==> src/rtl/hpdmc_datactl.sv <==
// SDRAM data-phase controller: tracks burst, turnaround and write-recovery timing
// and drives PHY data direction and read-capture enables.
module hpdmc_datactl (
   input  logic       sys_clk,
   input  logic       sdram_rst,
   input  logic       tim_cas,
   input  logic [1:0] tim_wr,
   input  logic       read,
   input  logic       write,
   input  logic [3:0] concerned_bank,
   output logic       read_safe,
   output logic       write_safe,
   output logic [3:0] precharge_safe,
   output logic       direction,
   output logic       direction_r,
   output logic       read_capture
);

   localparam int unsigned CNT_W = 3;
   localparam int unsigned NB    = 4;
   localparam int unsigned RC_W  = 4;

   logic [CNT_W-1:0]         rd_cnt_q, rd_cnt_d;
   logic [CNT_W-1:0]         wr_cnt_q, wr_cnt_d;
   logic [NB-1:0][CNT_W-1:0] pc_cnt_q, pc_cnt_d;
   logic                     wr_pend_q, wr_pend_d;
   logic                     dir_q, dir_d;
   logic                     dir_r_q, dir_r_d;
   logic [RC_W-1:0]          rc_q, rc_d;
   logic                     cap_q, cap_d;

   logic [CNT_W-1:0]         rd_load, wr_load, pc_load;
   logic                     cmd;

   function automatic logic [CNT_W-1:0] dec(input logic [CNT_W-1:0] v);
      return (v != '0) ? v - CNT_W'(1) : v;
   endfunction

   function automatic logic [CNT_W-1:0] umax(input logic [CNT_W-1:0] a,
                                             input logic [CNT_W-1:0] b);
      return (a > b) ? a : b;
   endfunction

   // Counter loads never shorten a pending window; a load overrides the decrement.
   always_comb begin
      cmd      = read | write;
      rd_load  = write ? CNT_W'(4) : CNT_W'(1);
      wr_load  = read ? (tim_cas ? CNT_W'(5) : CNT_W'(4)) : CNT_W'(1);
      pc_load  = write ? (CNT_W'(3) + CNT_W'(tim_wr)) : CNT_W'(1);

      rd_cnt_d = cmd ? umax(rd_cnt_q, rd_load) : dec(rd_cnt_q);
      wr_cnt_d = cmd ? umax(wr_cnt_q, wr_load) : dec(wr_cnt_q);
      for (int b = 0; b < NB; b++) begin
         pc_cnt_d[b] = (cmd && concerned_bank[b]) ? umax(pc_cnt_q[b], pc_load)
                                                  : dec(pc_cnt_q[b]);
      end
   end

   // Data path: two write-data cycles, read capture placed at CL+1 and CL+2.
   always_comb begin
      wr_pend_d = write;
      dir_d     = write | wr_pend_q;
      dir_r_d   = dir_q;
      rc_d      = rc_q >> 1;
      if (read) begin
         rc_d = rc_d | (tim_cas ? RC_W'(4'b1100) : RC_W'(4'b0110));
      end
      cap_d     = rc_q[0];
   end

   always_ff @(posedge sys_clk) begin
      if (sdram_rst) begin
         rd_cnt_q  <= '0;
         wr_cnt_q  <= '0;
         pc_cnt_q  <= '0;
         wr_pend_q <= 1'b0;
         dir_q     <= 1'b0;
         dir_r_q   <= 1'b0;
         rc_q      <= '0;
         cap_q     <= 1'b0;
      end else begin
         rd_cnt_q  <= rd_cnt_d;
         wr_cnt_q  <= wr_cnt_d;
         pc_cnt_q  <= pc_cnt_d;
         wr_pend_q <= wr_pend_d;
         dir_q     <= dir_d;
         dir_r_q   <= dir_r_d;
         rc_q      <= rc_d;
         cap_q     <= cap_d;
      end
   end

   always_comb begin
      read_safe  = (rd_cnt_q == '0);
      write_safe = (wr_cnt_q == '0);
      for (int b = 0; b < NB; b++) begin
         precharge_safe[b] = (pc_cnt_q[b] == '0);
      end
   end

   assign direction    = dir_q;
   assign direction_r  = dir_r_q;
   assign read_capture = cap_q;

endmodule

==> config.mk <==
export PLATFORM = sky130hd
export DESIGN_NAME = hpdmc_datactl
export DESIGN_NICKNAME = d
export VERILOG_FILES = /design/src/rtl/hpdmc_datactl.sv
export SDC_FILE = /design/constraint.sdc
export NUM_CORES = 1
export LEC_CHECK = 0
export ABC_AREA = 0
export CAP_MARGIN = 20
export CORE_MARGIN = 2
export CORE_UTILIZATION = 50
export CTS_CLUSTER_SIZE = 20
export DETAILED_ROUTE_END_ITERATION = 6
export PLACE_DENSITY_LB_ADDON = 0.12
export SYNTH_ARGS = -nofsm -noshare
export SYNTH_HDL_FRONTEND = slang
export SYNTH_SLANG_ARGS = --single-unit
==> constraint.sdc <==
create_clock -name sys_clk -period 3.89 [get_ports sys_clk]
set_input_delay 0.9725 -clock sys_clk [delete_from_list [all_inputs] [get_ports sys_clk]]
set_output_delay 0.9725 -clock sys_clk [all_outputs]
set_load 0.005 [all_outputs]
==> impl_results.md <==
* Final Hold Viols at 0
* Ys flop type: dfxtp_1
* Root buf cell: clkbuf_8
* CP bufs+invs at 3
* Slowest-stage cell, CP: clkdlybuf4s50_1
* # H-tree levels at 1
* Worst-Margin Slew at between 0.6 and 0.7 ns
* Crit path DAT at 3.11 ns
* Synthesized area per cell at about 8 um^2
* Pre-CTS WS at 0.641 ns
* Non-filler cells, final at 309
* Share of cells above drive strength 1 at 5.75%
* Crit end category: flop
* Worst Setup Slack, final at 0.933 ns
* Worst Clk Skew at 0.00682 ns
* Insertion delay to the later sink of the worst-skew pair at approximately 0.28 ns
* Post-synth EDFFs at 0
* Worst Hold Class: flop to flop
* Sequential power share at 29.0%
* Ranking of synthesized cells by area: dfxtp_1, ha_1, a21oi_1
* Multiplexer share of the synthesized area at 2.20%
* Final Wtd Congestion at around 0.83
* Final antenna-violating net count at 0
* Asr flop ratio synth at 0%
* Library cells used by synthesis at 36
* XOR/XNOR Fraction of Synth Area at 1.87%
* Sequential area share after synthesis at 27.8%
* Placed Cells at about 300
* Drt drc at 0
* Total wire length at roughly 4000 um
* DIE HEIGHT at around 65 um
* Main combinational cell family by area after synthesis: simple AND/OR/NAND/NOR gates
* Final period utilization at between 70% and 80%
* RSZ-0062 raised after global routing: false
* Final instance area at 2210 um^2
* Synth Area in Compound Gates at just over 20%
* Sum Neg Setup Slack at 0 ns
* Initial antenna violation count at 0
* CTS tree: built
* Post-CTS Hold Buffers at 0
* Routed wire length per instance at 12.9 um
* Ports at 20
* Final core utilization at 60.8%
* Clock share of power at 16.6%
* CORE AREA at 3630 um^2
* Simple-gate share of the synthesized area at 21.6%
* Routed vias/inst at between 5 and 6
* Worst vdd ir at 0.252 mV
* Post-DP Area at 2140 um^2
* Row count at 22
* Psw at about 0.54 mW
* Fmax at 338 MHz
* Cell leakage power at 0.963 nW
* Area leader, netlist: dfxtp_1
* Top-count cell post-synth: ha_1
* Die width at 65.2 um
* Clk sink count at 26
* Syn nets at about 280
* Combinational Power Share at 54.3%
* Cts bufs inserted at 3
* Post-DP HPWL at 2960 um
* Post-Syn Area at 1870 um^2
* WS Path Type: primary input to flop
* Fraction of the mapped netlist area in adder cells at 19.4%
* Starting density of the core at ~52%
* Via count at 1695
* Largest net degree at the start of global routing at 20
* Status: finished, final reports clean
* Crit path largest cell delay at 0.48 ns
* Clk slew on worst S/H paths at around 0.1 ns
* Buffer depth of the longest clock path at 2
* Diode count at 0
* Vias in the first global route at between 1500 and 2000
* Crit path max fanout at 4
* Post-CTS Setup Inserts at 0
* NumNets Final at 302
* Critical-path cell list: clkdlybuf4s50_1, inv_1, ha_1, and2b_1, inv_1, ha_1, a21oi_1, o21ai_0, a21oi_1, mux2i_1, nor2_1
* Post-synth top area share at 27.8%
* Die area at 4250 um^2
* Required @ worst endpoint at 4.04 ns
* Period minus WS final at 2.96 ns
* Synth Register Bits at 26
* Startpoint Class: primary input
* Total gr overflow at 0
* Switching share of power at approximately two fifths
* Drt initial violations at 70
* Power Total at roughly 1.4 mW
* Gate Count Post-Synth at 238
* Commonest cells post-synth: ha_1, dfxtp_1, nor2_1
* PD cells at 631 nW/um^2
* I/O Buffers at 19
* First-pass GRT wire length at 6860 um
* Resize count post-CTS at 0
* Total GRT Usage at 20.4%
* Layout area overhead at 17.9%
* Yosys warnings at 0
* Number of max-cap violations at 0
* Setup Viol. Count Final at 0
* DRT Pass-1 Iters at 4
* Final number of max-transition violations at 0
* Hold WS at 0.432 ns
* Pint at 0.853 mW
* Cell family with most CP delay: buffers and inverters
* Rel. slew slack at 54.4%
metal layers:
metal / vias up / wire length (um) / global-route usage, %
li1: 889 / - / -
met1: 777 / 1950 / 27.5
met2: 22 / 1860 / 34.6
met3: 7 / 106 / 2.23
met4: 0 / 52 / 5.21
met5: - / 0 / 0
registers in the layout, indices dropped and copies added, names as in the netlist:
name          cells
direction         1
wr_pend_q         1
pc_cnt_q         12
rc_q              4
rd_cnt_q          3
direction_r       1
wr_cnt_q          3
read_capture      1
cell usage in the layout, fill, tap and decap left out, drive strengths merged, types with 9 or more instances in the layout:
cell	netlist	final
o21ai	11	11
inv	24	24
nand2	17	17
a21oi	23	23
clkdlybuf4s50	0	19
nor2b	9	9
ha	29	29
a31oi	14	14
dfxtp	26	26
nor2	24	24
nand3	11	11
power by group through the flow:
stage | combinational, mW | clock (mW) | sequential [mW]
4_1_cts | 0.761 | 0.240 | 0.404
2_1_floorplan | 0.557 | 0 | 0.390
3_5_place_dp | 0.753 | 0 | 0.410
5_1_grt | 0.881 | 0.248 | 0.417
6_report | 0.756 | 0.232 | 0.404
3_3_place_gp | 0.744 | 0 | 0.409
final cells by class:
cell class | count | area [um^2]
timing repair buffer | 25 | 235
tap | 48 | 60.1
fill | 358 | 1430
clock inverter | 1 | 30.0
multi-input combinational | 182 | 1230
sequential | 26 | 520
clock buffer | 3 | 41.3
inverter | 24 | 90.1
path summary, 6_finish.rpt:
kind	cells after the start	startpoint	slack [ns]	to
setup / recovery	11	tim_wr[0]	0.93	pc_cnt_q[10]$_SDFFE_PP0P_
hold / removal	2	rc_q[2]$_SDFF_PP0_	0.43	rc_q[1]$_SDFF_PP0_
setup reg to reg	6	rd_cnt_q[2]$_SDFFE_PP0P_	2.08	rd_cnt_q[0]$_SDFFE_PP0P_
hold reg to reg	2	rc_q[2]$_SDFF_PP0_	0.43	rc_q[1]$_SDFF_PP0_
worst reg2reg max path, cell delays in order (launching register included):
cell and delay (ns):
dfxtp_1 0.42, ha_1 0.27, or2_4 0.25, a31o_1 0.21, a31oi_1 0.17, nor2_1 0.07
a2111oi_2 0.32
cell families (layout without fill, tap and decap cells):
| group | count (synthesis) | count (layout) |
|---|---|---|
| mux | 4 | 4 |
| xor+xnor | 4 | 4 |
| flops | 26 | 26 |
| compound gates | 63 | 63 |
| fa+ha+maj | 29 | 29 |
| simple gates | 82 | 82 |
| buf+inv | 30 | 53 |
Note: power is estimated with default switching activity, not from simulation.
